--- src/rtl/prim_share_split_pkg.sv ---
// Shared types and helpers for the share splitter.
// Holds the FSM state encoding, a population count and the circular
// remainder-distribution helpers used by prim_share_split.
// The helpers work on a fixed maximum vector width; callers zero-extend
// their enable masks and pass the real destination count.
package prim_share_split_pkg;

    // Upper bound on destinations supported by the helper functions.
    localparam int MaxDst = 32;

    localparam logic [MaxDst-1:0] OneHot0 = MaxDst'(1);

    typedef enum logic [1:0] {
        IDLE   = 2'd0,
        DIV    = 2'd1,
        ASSIGN = 2'd2,
        RESP   = 2'd3
    } split_state_e;

    // Number of set bits in a mask.
    function automatic int popcount(input logic [MaxDst-1:0] v);
        int n;
        n = 0;
        for (int i = 0; i < MaxDst; i++) begin
            n = n + int'(v[i]);
        end
        return n;
    endfunction

    // Mask of destinations that receive one extra unit: walking enabled
    // destinations circularly from 'start', the first 'r' of them are marked.
    function automatic logic [MaxDst-1:0] rr_plus_mask(
        input logic [MaxDst-1:0] en,
        input int                num_dst,
        input int                start,
        input int                r
    );
        logic [MaxDst-1:0] mask;
        int                given;
        int                idx;
        mask  = '0;
        given = 0;
        idx   = start;
        for (int k = 0; k < MaxDst; k++) begin
            if (k < num_dst) begin
                if ((((en >> idx) & OneHot0) != '0) && (given < r)) begin
                    mask  = mask | (OneHot0 << idx);
                    given = given + 1;
                end
                idx = (idx + 1 >= num_dst) ? 0 : idx + 1;
            end
        end
        return mask;
    endfunction

    // Pointer position just past the last extra-unit recipient of the same
    // walk; returns 'start' unchanged when no extra units are handed out.
    function automatic int rr_next_ptr(
        input logic [MaxDst-1:0] en,
        input int                num_dst,
        input int                start,
        input int                r
    );
        int given;
        int idx;
        int nxt;
        given = 0;
        idx   = start;
        nxt   = start;
        for (int k = 0; k < MaxDst; k++) begin
            if (k < num_dst) begin
                if ((((en >> idx) & OneHot0) != '0) && (given < r)) begin
                    given = given + 1;
                    nxt   = (idx + 1 >= num_dst) ? 0 : idx + 1;
                end
                idx = (idx + 1 >= num_dst) ? 0 : idx + 1;
            end
        end
        return nxt;
    endfunction

endpackage

--- src/rtl/prim_share_split_div.sv ---
// Iterative restoring divider: one quotient bit per clock.
// The first step is taken on the start edge using the live inputs, so the
// final quotient/remainder are registered Width edges after start and the
// done pulse is high during the cycle in which they first become valid.
// Results stay held until the next start.
module prim_share_split_div #(
    parameter int Width = 8,
    parameter int CntW  = 3
) (
    input  logic             clk,
    input  logic             srst,
    input  logic             start,
    input  logic [Width-1:0] dividend,
    input  logic [CntW-1:0]  divisor,
    output logic             done,
    output logic [Width-1:0] quotient,
    output logic [CntW-1:0]  remainder
);

    localparam int StepW = $clog2(Width + 1);
    localparam logic [StepW-1:0] StepsAfterStart = StepW'(Width - 1);

    logic [CntW-1:0]  rem_reg, rem_next;
    logic [Width-1:0] quo_reg, quo_next;
    logic [CntW-1:0]  dsr_reg;
    logic [StepW-1:0] steps_reg;
    logic             busy_reg;
    logic             done_reg;

    logic [CntW-1:0]  src_rem;
    logic [Width-1:0] src_quo;
    logic [CntW-1:0]  src_dsr;
    logic [CntW:0]    trial;
    logic             q_bit;

    // One restoring step, fed from the inputs on start, else from the state.
    always_comb begin
        src_rem = start ? '0 : rem_reg;
        src_quo = start ? dividend : quo_reg;
        src_dsr = start ? divisor : dsr_reg;
        trial   = {src_rem, src_quo[Width-1]};
        q_bit   = 1'b0;
        rem_next = trial[CntW-1:0];
        if (trial >= {1'b0, src_dsr}) begin
            q_bit    = 1'b1;
            rem_next = CntW'(trial - {1'b0, src_dsr});
        end
        quo_next = (src_quo << 1) | Width'(q_bit);
    end

    // Step sequencing: load on start, iterate while busy, pulse done at the end.
    always_ff @(posedge clk) begin
        if (srst) begin
            rem_reg   <= '0;
            quo_reg   <= '0;
            dsr_reg   <= '0;
            steps_reg <= '0;
            busy_reg  <= 1'b0;
            done_reg  <= 1'b0;
        end else begin
            done_reg <= 1'b0;
            if (start) begin
                rem_reg   <= rem_next;
                quo_reg   <= quo_next;
                dsr_reg   <= divisor;
                steps_reg <= StepsAfterStart;
                busy_reg  <= (Width > 1);
                done_reg  <= (Width == 1);
            end else if (busy_reg) begin
                rem_reg   <= rem_next;
                quo_reg   <= quo_next;
                steps_reg <= steps_reg - StepW'(1);
                if (steps_reg == StepW'(1)) begin
                    busy_reg <= 1'b0;
                    done_reg <= 1'b1;
                end
            end
        end
    end

    assign done      = done_reg;
    assign quotient  = quo_reg;
    assign remainder = rem_reg;

endmodule

--- src/rtl/prim_share_split.sv ---
// Share splitter: divides one total across the enabled destinations so the
// shares sum exactly to the total. Base share is total / count; the remainder
// is handed out as single extra units.
// Optional feature macro PRIM_SHARE_SPLIT_RR_EN: when defined, extra units
// start at a round-robin pointer that advances past the last recipient; when
// undefined, extra units always go to the lowest-indexed enabled destinations.
module prim_share_split
    import prim_share_split_pkg::*;
#(
    parameter int NumDst = 4,
    parameter int Width  = 8
) (
    input  logic                    clk_i,
    input  logic                    rst_i,
    input  logic                    req_valid_i,
    output logic                    req_ready_o,
    input  logic [Width-1:0]        total_i,
    input  logic [NumDst-1:0]       en_i,
    output logic                    rsp_valid_o,
    input  logic                    rsp_ready_i,
    output logic [NumDst*Width-1:0] shares_o,
    output logic [NumDst-1:0]       share_valid_o,
    output logic                    rsp_any_o,
    output logic                    busy_o
);

    localparam int CntW = $clog2(NumDst + 1);
    localparam int PtrW = (NumDst > 1) ? $clog2(NumDst) : 1;

    if (NumDst < 2 || NumDst > MaxDst || (1 << Width) < NumDst) begin : g_bad_params
        $error("prim_share_split: unsupported NumDst/Width combination");
    end

    split_state_e     state_reg;
    logic             req_ready_reg;
    logic             busy_reg;
    logic             rsp_valid_reg;
    logic             rsp_any_reg;
    logic [NumDst-1:0] en_reg;
    logic [NumDst-1:0] share_valid_reg;
    logic [Width-1:0] shares_reg [NumDst];
    logic [Width-1:0] share_calc [NumDst];

    logic             req_fire;
    logic [CntW-1:0]  req_cnt;
    logic             div_start;
    logic             div_done;
    logic [Width-1:0] div_quo;
    logic [CntW-1:0]  div_rem;
    logic [NumDst-1:0] plus_mask;
    logic [31:0]      rr_start_ext;

    assign req_fire  = req_valid_i & req_ready_reg;
    assign req_cnt   = CntW'(popcount(MaxDst'(en_i)));
    assign div_start = req_fire & (req_cnt != '0);

    prim_share_split_div #(
        .Width (Width),
        .CntW  (CntW)
    ) u_div (
        .clk       (clk_i),
        .srst      (rst_i),
        .start     (div_start),
        .dividend  (total_i),
        .divisor   (req_cnt),
        .done      (div_done),
        .quotient  (div_quo),
        .remainder (div_rem)
    );

`ifdef PRIM_SHARE_SPLIT_RR_EN
    logic [PtrW-1:0] rr_ptr_reg;
    logic [PtrW-1:0] rr_pend_reg;
    logic [PtrW-1:0] rr_next_calc;

    assign rr_start_ext = 32'(rr_ptr_reg);
    assign rr_next_calc = PtrW'(rr_next_ptr(MaxDst'(en_reg), NumDst, rr_start_ext, 32'(div_rem)));

    // Pointer bookkeeping: stage the new position while assigning, commit it
    // only when the response is actually consumed.
    always_ff @(posedge clk_i) begin
        if (rst_i) begin
            rr_ptr_reg  <= '0;
            rr_pend_reg <= '0;
        end else begin
            if (state_reg == ASSIGN) begin
                rr_pend_reg <= rr_next_calc;
            end else if (req_fire && (req_cnt == '0)) begin
                rr_pend_reg <= rr_ptr_reg;
            end
            if ((state_reg == RESP) && rsp_ready_i) begin
                rr_ptr_reg <= rr_pend_reg;
            end
        end
    end
`else
    assign rr_start_ext = '0;
`endif

    assign plus_mask = NumDst'(rr_plus_mask(MaxDst'(en_reg), NumDst, rr_start_ext, 32'(div_rem)));

    for (genvar gi = 0; gi < NumDst; gi++) begin : g_dst
        assign share_calc[gi] = en_reg[gi] ? (div_quo + Width'(plus_mask[gi])) : '0;
        assign shares_o[gi*Width +: Width] = shares_reg[gi];
    end

    // Main control FSM with registered handshake and result outputs.
    always_ff @(posedge clk_i) begin
        if (rst_i) begin
            state_reg       <= IDLE;
            req_ready_reg   <= 1'b1;
            busy_reg        <= 1'b0;
            rsp_valid_reg   <= 1'b0;
            rsp_any_reg     <= 1'b0;
            en_reg          <= '0;
            share_valid_reg <= '0;
            for (int i = 0; i < NumDst; i++) begin
                shares_reg[i] <= '0;
            end
        end else begin
            case (state_reg)
                IDLE: begin
                    if (req_fire) begin
                        en_reg        <= en_i;
                        req_ready_reg <= 1'b0;
                        busy_reg      <= 1'b1;
                        if (req_cnt == '0) begin
                            // Nothing enabled: answer immediately with zeros.
                            state_reg       <= RESP;
                            rsp_valid_reg   <= 1'b1;
                            rsp_any_reg     <= 1'b0;
                            share_valid_reg <= '0;
                            for (int i = 0; i < NumDst; i++) begin
                                shares_reg[i] <= '0;
                            end
                        end else begin
                            state_reg <= DIV;
                        end
                    end
                end
                DIV: begin
                    if (div_done) begin
                        state_reg <= ASSIGN;
                    end
                end
                ASSIGN: begin
                    for (int i = 0; i < NumDst; i++) begin
                        shares_reg[i] <= share_calc[i];
                    end
                    share_valid_reg <= en_reg;
                    rsp_any_reg     <= 1'b1;
                    rsp_valid_reg   <= 1'b1;
                    state_reg       <= RESP;
                end
                RESP: begin
                    if (rsp_ready_i) begin
                        state_reg     <= IDLE;
                        rsp_valid_reg <= 1'b0;
                        busy_reg      <= 1'b0;
                        req_ready_reg <= 1'b1;
                    end
                end
                default: begin
                    state_reg <= IDLE;
                end
            endcase
        end
    end

    assign req_ready_o   = req_ready_reg;
    assign rsp_valid_o   = rsp_valid_reg;
    assign share_valid_o = share_valid_reg;
    assign rsp_any_o     = rsp_any_reg;
    assign busy_o        = busy_reg;

endmodule

--- config.mk ---
export PLATFORM = sky130hd
export DESIGN_NAME = prim_share_split
export DESIGN_NICKNAME = d
export VERILOG_FILES = /design/src/rtl/prim_share_split_pkg.sv /design/src/rtl/prim_share_split_div.sv /design/src/rtl/prim_share_split.sv
export SDC_FILE = /design/constraint.sdc
export NUM_CORES = 1
export LEC_CHECK = 0
export BUFFER_PORTS_ARGS = -buffer_cell sky130_fd_sc_hd__buf_2
export CAP_MARGIN = 30
export CELL_PAD_IN_SITES_DETAIL_PLACEMENT = 1
export CELL_PAD_IN_SITES_GLOBAL_PLACEMENT = 2
export CORE_MARGIN = 5
export CORE_UTILIZATION = 35
export CTS_CLUSTER_SIZE = 10
export DETAILED_ROUTE_END_ITERATION = 8
export HOLD_SLACK_MARGIN = 0.05
export PLACE_DENSITY_LB_ADDON = 0.1
export SYNTH_ARGS = -nofsm -noshare
export SYNTH_HDL_FRONTEND = slang
export SYNTH_SLANG_ARGS = --single-unit
--- constraint.sdc ---
create_clock -name clk_i -period 5.1 [get_ports clk_i]
set_input_delay 1.02 -clock clk_i [delete_from_list [all_inputs] [get_ports clk_i]]
set_output_delay 1.02 -clock clk_i [all_outputs]
set_load 0.03 [all_outputs]
# ---- Word-level counts from Yosys, hierarchy flattened
# Memories as Yosys holds them, arrays and structs flattened.
# Cells that the tools add are included.
dict set report totals {
  input_bits 16
  n_memories 1
  latchBits 0
  mem_bits_rw 32
  romBits 0
  ff_bits 34
}
dict set report classes {
  multipliers 0
  n_mux 63
  magnitude_cmp 5
  add_sub_neg 11
  n_div 0
  reduce_logical 18
  n_shift 0
  eq_ne 8
  bitwise 12
}
# memory words width read_ports rd_ports_with_merged_regs write_ports line
set memory_table {}
lappend memory_table {shares_reg 4 8 4 0 4 prim_share_split.sv:41} ;# logic [Width-1:0] shares_reg [NumDst];
# operator count
set op_table {}
lappend op_table {{$mux 8} 15}
lappend op_table {{$lt 32x4->1} 3}
lappend op_table {{$add 32x2->32 const B} 2}
lappend op_table {{$mux 32} 2}
lappend op_table {{$add 8x1->8} 4}
lappend op_table {{$mux 1} 24}
lappend op_table {{$mux 3} 8}
lappend op_table {{$mux 4} 3}
lappend op_table {{$mux 2} 5}
lappend op_table {{$reduce_and 3->1} 3}
lappend op_table {{$or 1x1->1} 8}
lappend op_table {{$or 8x1->8} 1}
lappend op_table {{$pmux 2 s4} 1}
lappend op_table {{$pmux 4 s2} 1}
lappend op_table {{$ne 2x2->1 const B} 3}
lappend op_table {{$pmux 1 s2} 3}
lappend op_table {{$reduce_bool 2->1} 3}
lappend op_table {{$reduce_bool 3->1} 2}
lappend op_table {{$eq 2x2->1 const B} 2}
lappend op_table {{$eq 4x1->1 const B} 1}
lappend op_table {{$ge 4x3->1} 1}
lappend op_table {{$logic_and 1x1->1} 4}
lappend op_table {{$reduce_and 4->1} 1}
lappend op_table {{$sub 4x1->4 const B} 1}
lappend op_table {{15 further kinds} 16}

# ---- Logic depth before layout (Yosys ltp)
dict set report logic_depth {
  ltp_word 15
  depth_mapped 18
}

# ---- Hierarchy
# Synthesis repeated with hierarchy kept, for this count alone.
dict set report unflattened {
  cells_unflattened 375
  hier_area_um2 3530.9
}
# module cells_each area_per_inst_um2 instances seq_area_each_um2
set modules_own_cells {}
lappend modules_own_cells {prim_share_split 266 2531.2 1 1161.1}
lappend modules_own_cells {prim_share_split_div 109 999.7 1 400.4}

# ---- Worst setup path after synthesis
# No wires, ideal clock.
dict set report synth_timing {
  kind {in2reg}
  from {input port en_i[0]}
  to {register u_div.rem_reg[0], in the netlist u_div.remainder[0]}
  t_required_ns 4.978
  t_arrival_ns 4.164
  slack_ns 0.814
  cell_stages 12
  setup_ns 0.122
  n_path_buf 0
  path_cell_list {fa_1 -> ha_1 -> ha_1 -> o311ai_4 -> mux2i_1 -> ha_1 -> inv_1 -> fa_1 -> a21o_1 -> a221oi_2 -> nor4_1 -> a311o_1}
}
dict set report synth_between {
  elab_chain_cells 10
}
# item line
set synth_rtl {}
lappend synth_rtl {{start: declaration} prim_share_split.sv:18} ;# input logic [NumDst-1:0] en_i,
lappend synth_rtl {{$add 1x1->2 *} prim_share_split_pkg.sv:25} ;# n = n + int'(v[i]);
lappend synth_rtl {{$add 2x1->3 *} prim_share_split_pkg.sv:25}
lappend synth_rtl {{$add 3x1->3 *} prim_share_split_pkg.sv:25}
lappend synth_rtl {{$reduce_bool 3->1} prim_share_split.sv:55} ;# assign div_start = req_fire & (req_cnt != '0);
lappend synth_rtl {{$and 1x1->1} prim_share_split.sv:55}
lappend synth_rtl {{$mux 8, or another cell as far along} prim_share_split_div.sv:39} ;# src_quo = start ? dividend : quo_reg;
lappend synth_rtl {{$ge 4x3->1 or $sub 3x3->3 (tied branches)} {prim_share_split_div.sv:44, prim_share_split_div.sv:46}}
lappend synth_rtl {{$mux 3} prim_share_split_div.sv:44} ;# if (trial >= {1'b0, src_dsr}) begin
lappend synth_rtl {{$mux 3} prim_share_split_div.sv:69} ;# end else if (busy_reg) begin
lappend synth_rtl {{$mux 3} prim_share_split_div.sv:62} ;# if (start) begin
lappend synth_rtl {{end signal: assignment} prim_share_split_div.sv:63} ;# rem_reg <= rem_next;
lappend synth_rtl {{end signal: assignment} prim_share_split_div.sv:70} ;# rem_reg <= rem_next;
lappend synth_rtl {{end: declaration} prim_share_split_div.sv:23} ;# logic [CntW-1:0] rem_reg, rem_next;
# Mark *: on every way between the ends. The rest lies on a longest branch, timed or not. The select of a mux whose other input is x is not followed.
# A chain may end at the register's enable or synchronous reset.

# ---- Worst setup path after layout
# Ends and elaborated chain as after synthesis.

==> flow_summary.json <==
{
  "cts_tree": "done",
  "cts_num_sinks": 66,
  "port-buffer-count": 55,
  "path_cells": "buf_2 -> fa_1 -> ha_1 -> ha_1 -> o311ai_4 -> buf_4 -> mux2i_1 -> ha_1 -> a21o_1 -> a221oi_2 -> nor4_1 -> a311o_1",
  "grt_max_degree": 37,
  "vias": 2778,
  "syn_area_per_cell_um2": 9.636,
  "ff2ff_path_depth": 16,
  "fin_cells": 550,
  "syn_area_um2": 3517,
  "synth_area_leader_cell": "dfxtp_1",
  "critPathMaxFanout": 25,
  "gp_congestion": 0.7955,
  "reg2reg_from": "en_reg[0]",
  "place_ws_ps": 439.6,
  "cellPowerDensity_nw_per_um2": 479.4,
  "wirelength_um": 9429,
  "synth_ff_type": "dfxtp_1",
  "yosysMostFrequentCell": "nor2_1",
  "cp-start-kind": "input pin",
  "hold_class": "flop to flop",
  "clk_pin_slew_worst_paths_ps": 80,
  "crit_arrival_ps": 4550,
  "multi_input_area_um2": 1802,
  "antenna_found_initial": 0,
  "ys_warn_count": 0,
  "critical_path.max_stage_delay_ps": 480,
  "hold_ws_ps": 456.2,
  "grt_pass1_wl_um": 15020,
  "diodes": 0,
  "drv_cap": 0,
  "yosysUniqueCellTypes": 47,
  "dieWidth_um": 110.2,
  "synth-seq-cells": 66,
  "finalSetupViolCount": 0,
  "overflow": 0,
  "hpwl_um": 6950,
  "rrSetupSlack_ps": 1010,
  "nFillCells": 1154,
  "ir_worst_vdd_mv": 0.1893,
  "cpMostUsedCell": "ha_1",
  "nNetsFinal": 453,
  "final_max_slew_viol_count": 0,
  "seq_area_um2": 1562,
  "grt_pass1_vias": 2784,
  "worst_slack_ps": 789.8,
  "end_kind": "flop",
  "post-cts-setup-buffers": 0,
  "hold_end": "shares_reg[2][7]",
  "synthCells": 365,
  "setup_tns_ps": 0,
  "crit_type": "input pin to flop",
  "largest_reg_flops": 32,
  "power_frac_seq_pct": 39.8,
  "htreeDepth": 3,
  "hold_viol": 0,
  "ctsResizeCount": 0,
  "core_area_um2": 9774,
  "yosys-top-cells-area": "dfxtp_1 24%, edfxtp_1 20%, ha_1 8.2%",
  "skew_ps": 10.59,
  "fmax_mhz": 232.0,
  "drtIter0Drc": 99,
  "drive_above_1_share_pct": 18.71,
  "clockRootBuffer": "clkbuf_8",
  "r2r_end": "shares_reg[3][7]",
  "start_util_pct": 35.98,
  "cts_made_buffers": 9,
  "crit_path_top_delay_cell": "fa_1",
  "rsz0062_at_grt": "no",
  "drtAntennaViolNets": 0,
  "post-route-drc-count": 0,
  "slew_headroom_pct": 46.77,
  "grt.total_usage_pct": 16.53,
  "switchingPower_uw": 747.3,
  "p_clk_share_pct": 27.2,
  "ys_top_cells_by_count": "54 x nor2_1, 42 x dfxtp_1, 25 x nand2_1, 24 x edfxtp_1, 23 x ha_1",
  "cts_hold_buffers": 0,
  "rows": 36,
  "clock_latency_ps": 350,
  "clock_path_buffers": 2,
  "io_pins": 56,
  "max_slew.worst_pin.slew_ps": 795.5,
  "worstPathRequired_ps": 5340,
  "async_reset_ff_share_pct": 0,
  "period_minus_slack_ps": 4310,
  "total_power_uw": 1970,
  "timing.final.crit_share_pct": 84.51,
  "dr.pass1.iters": 6,
  "synth-edff-count": 24,
  "hold_path_depth": 2,
  "via_per_inst": 5.051,
  "die_h_um": 110.2,
  "areaGrowthSynthToFinish_pct": 16.83,
  "ys_seq_area_share_pct": 44.40,
  "yosys.area.top_type_share_pct": 23.91,
  "wl_per_cell_um": 17.14,
  "p_leak_uw": 0.001701,
  "dieArea_um2": 12150,
  "hold_start": "shares_reg[2][7]",
  "syn_nets": 406,
  "dpl.cell_count": 534,
  "p_int_uw": 1223,
  "power_frac_comb_pct": 33.0,
  "outcome": "finished clean",
  "switching_share_pct": 37.93
}
==> layout by cell type, fill, tap and decap left out, types with 3 or more instances in the layout <==
cell / instances
mux2i_1: 16
nand2b_1: 3
inv_1: 15
xor2_1: 11
buf_2: 55
a211oi_1: 14
nand4_1: 3
and3_1: 7
edfxtp_1: 24
ha_1: 23
clkbuf_8: 9
bufinv_16: 3
nor3_1: 5
a22oi_1: 5
and2_1: 6
or3_1: 4
xnor2_1: 13
nor4_1: 3
o21ai_0: 11
a21oi_1: 18
nor2_1: 54
nor2b_1: 4
nand2_1: 25
a31oi_1: 3
nand3_1: 9
dfxtp_1: 42
==> worst max-delay path by stage <==
stage | start | to | cells after the start
floorplan | en_i[0] | u_div.remainder[0] | 12
global placement | en_i[0] | u_div.remainder[0] | 12
detailed placement | en_i[0] | u_div.remainder[0] | 12
CTS | en_i[0] | u_div.remainder[0] | 12
global route | en_i[0] | u_div.remainder[1] | 12
finish | en_i[0] | u_div.remainder[0] | 12
==> layout make-up <==
class / instances / area share (%)
inverter: 15 / 1.370
clock inverter: 6 / 2.558
clock buffer: 10 / 3.106
multi-input combinational: 263 / 43.85
sequential: 66 / 38.00
timing repair buffer: 57 / 7.065
tap: 133 / 4.050
==> through the flow <==
step | area, um2 | utilization, %
3_5_place_dp | 3876 | 39.66
3_3_place_gp | 3876 | 39.66
5_1_grt | 4109 | 42.04
2_1_floorplan | 3517 | -
6_report | 4109 | 42.04
4_1_cts | 4109 | 42.04
==> power by group through the flow <==
stage | Combinational (uW) | Clock, uW | Sequential, uW
after floorplan | 440 | 0 | 831
after global placement | 645 | 0 | 796
after detailed placement | 656 | 0 | 799
after CTS | 660 | 550 | 787
after global routing | 728 | 573 | 804
final | 649 | 536 | 785
==> layer usage <==
metal  vias up  routed length (um)  global-route usage, %
met3         8                 418                  3.727
met5         -                   0                      0
met4         0                  95                  5.277
met1      1337                4776                  23.57
li1       1383                   -                      -
met2        50                4139                  24.78
==> cells by family after synthesis <==
group / after synthesis / synth area share [%]
and+or+nand+nor: 128 / 17.08
muxes: 17 / 4.874
DFF: 66 / 44.40
buffers and inverters: 36 / 4.375
xor gates and xnor gates: 24 / 5.976
adders and majority gates: 25 / 9.321
AOI/OAI and AO/OA: 69 / 13.98
==> worst max-delay path: cells and delay by family <==
family          cells  cell delay, ps
mux                 1             400
fa+ha+maj           4            1320
simple gates        1              90
compound gates      4            1270
buf+inv             2             450
No activity file was read; power rests on OpenSTA's default activity.
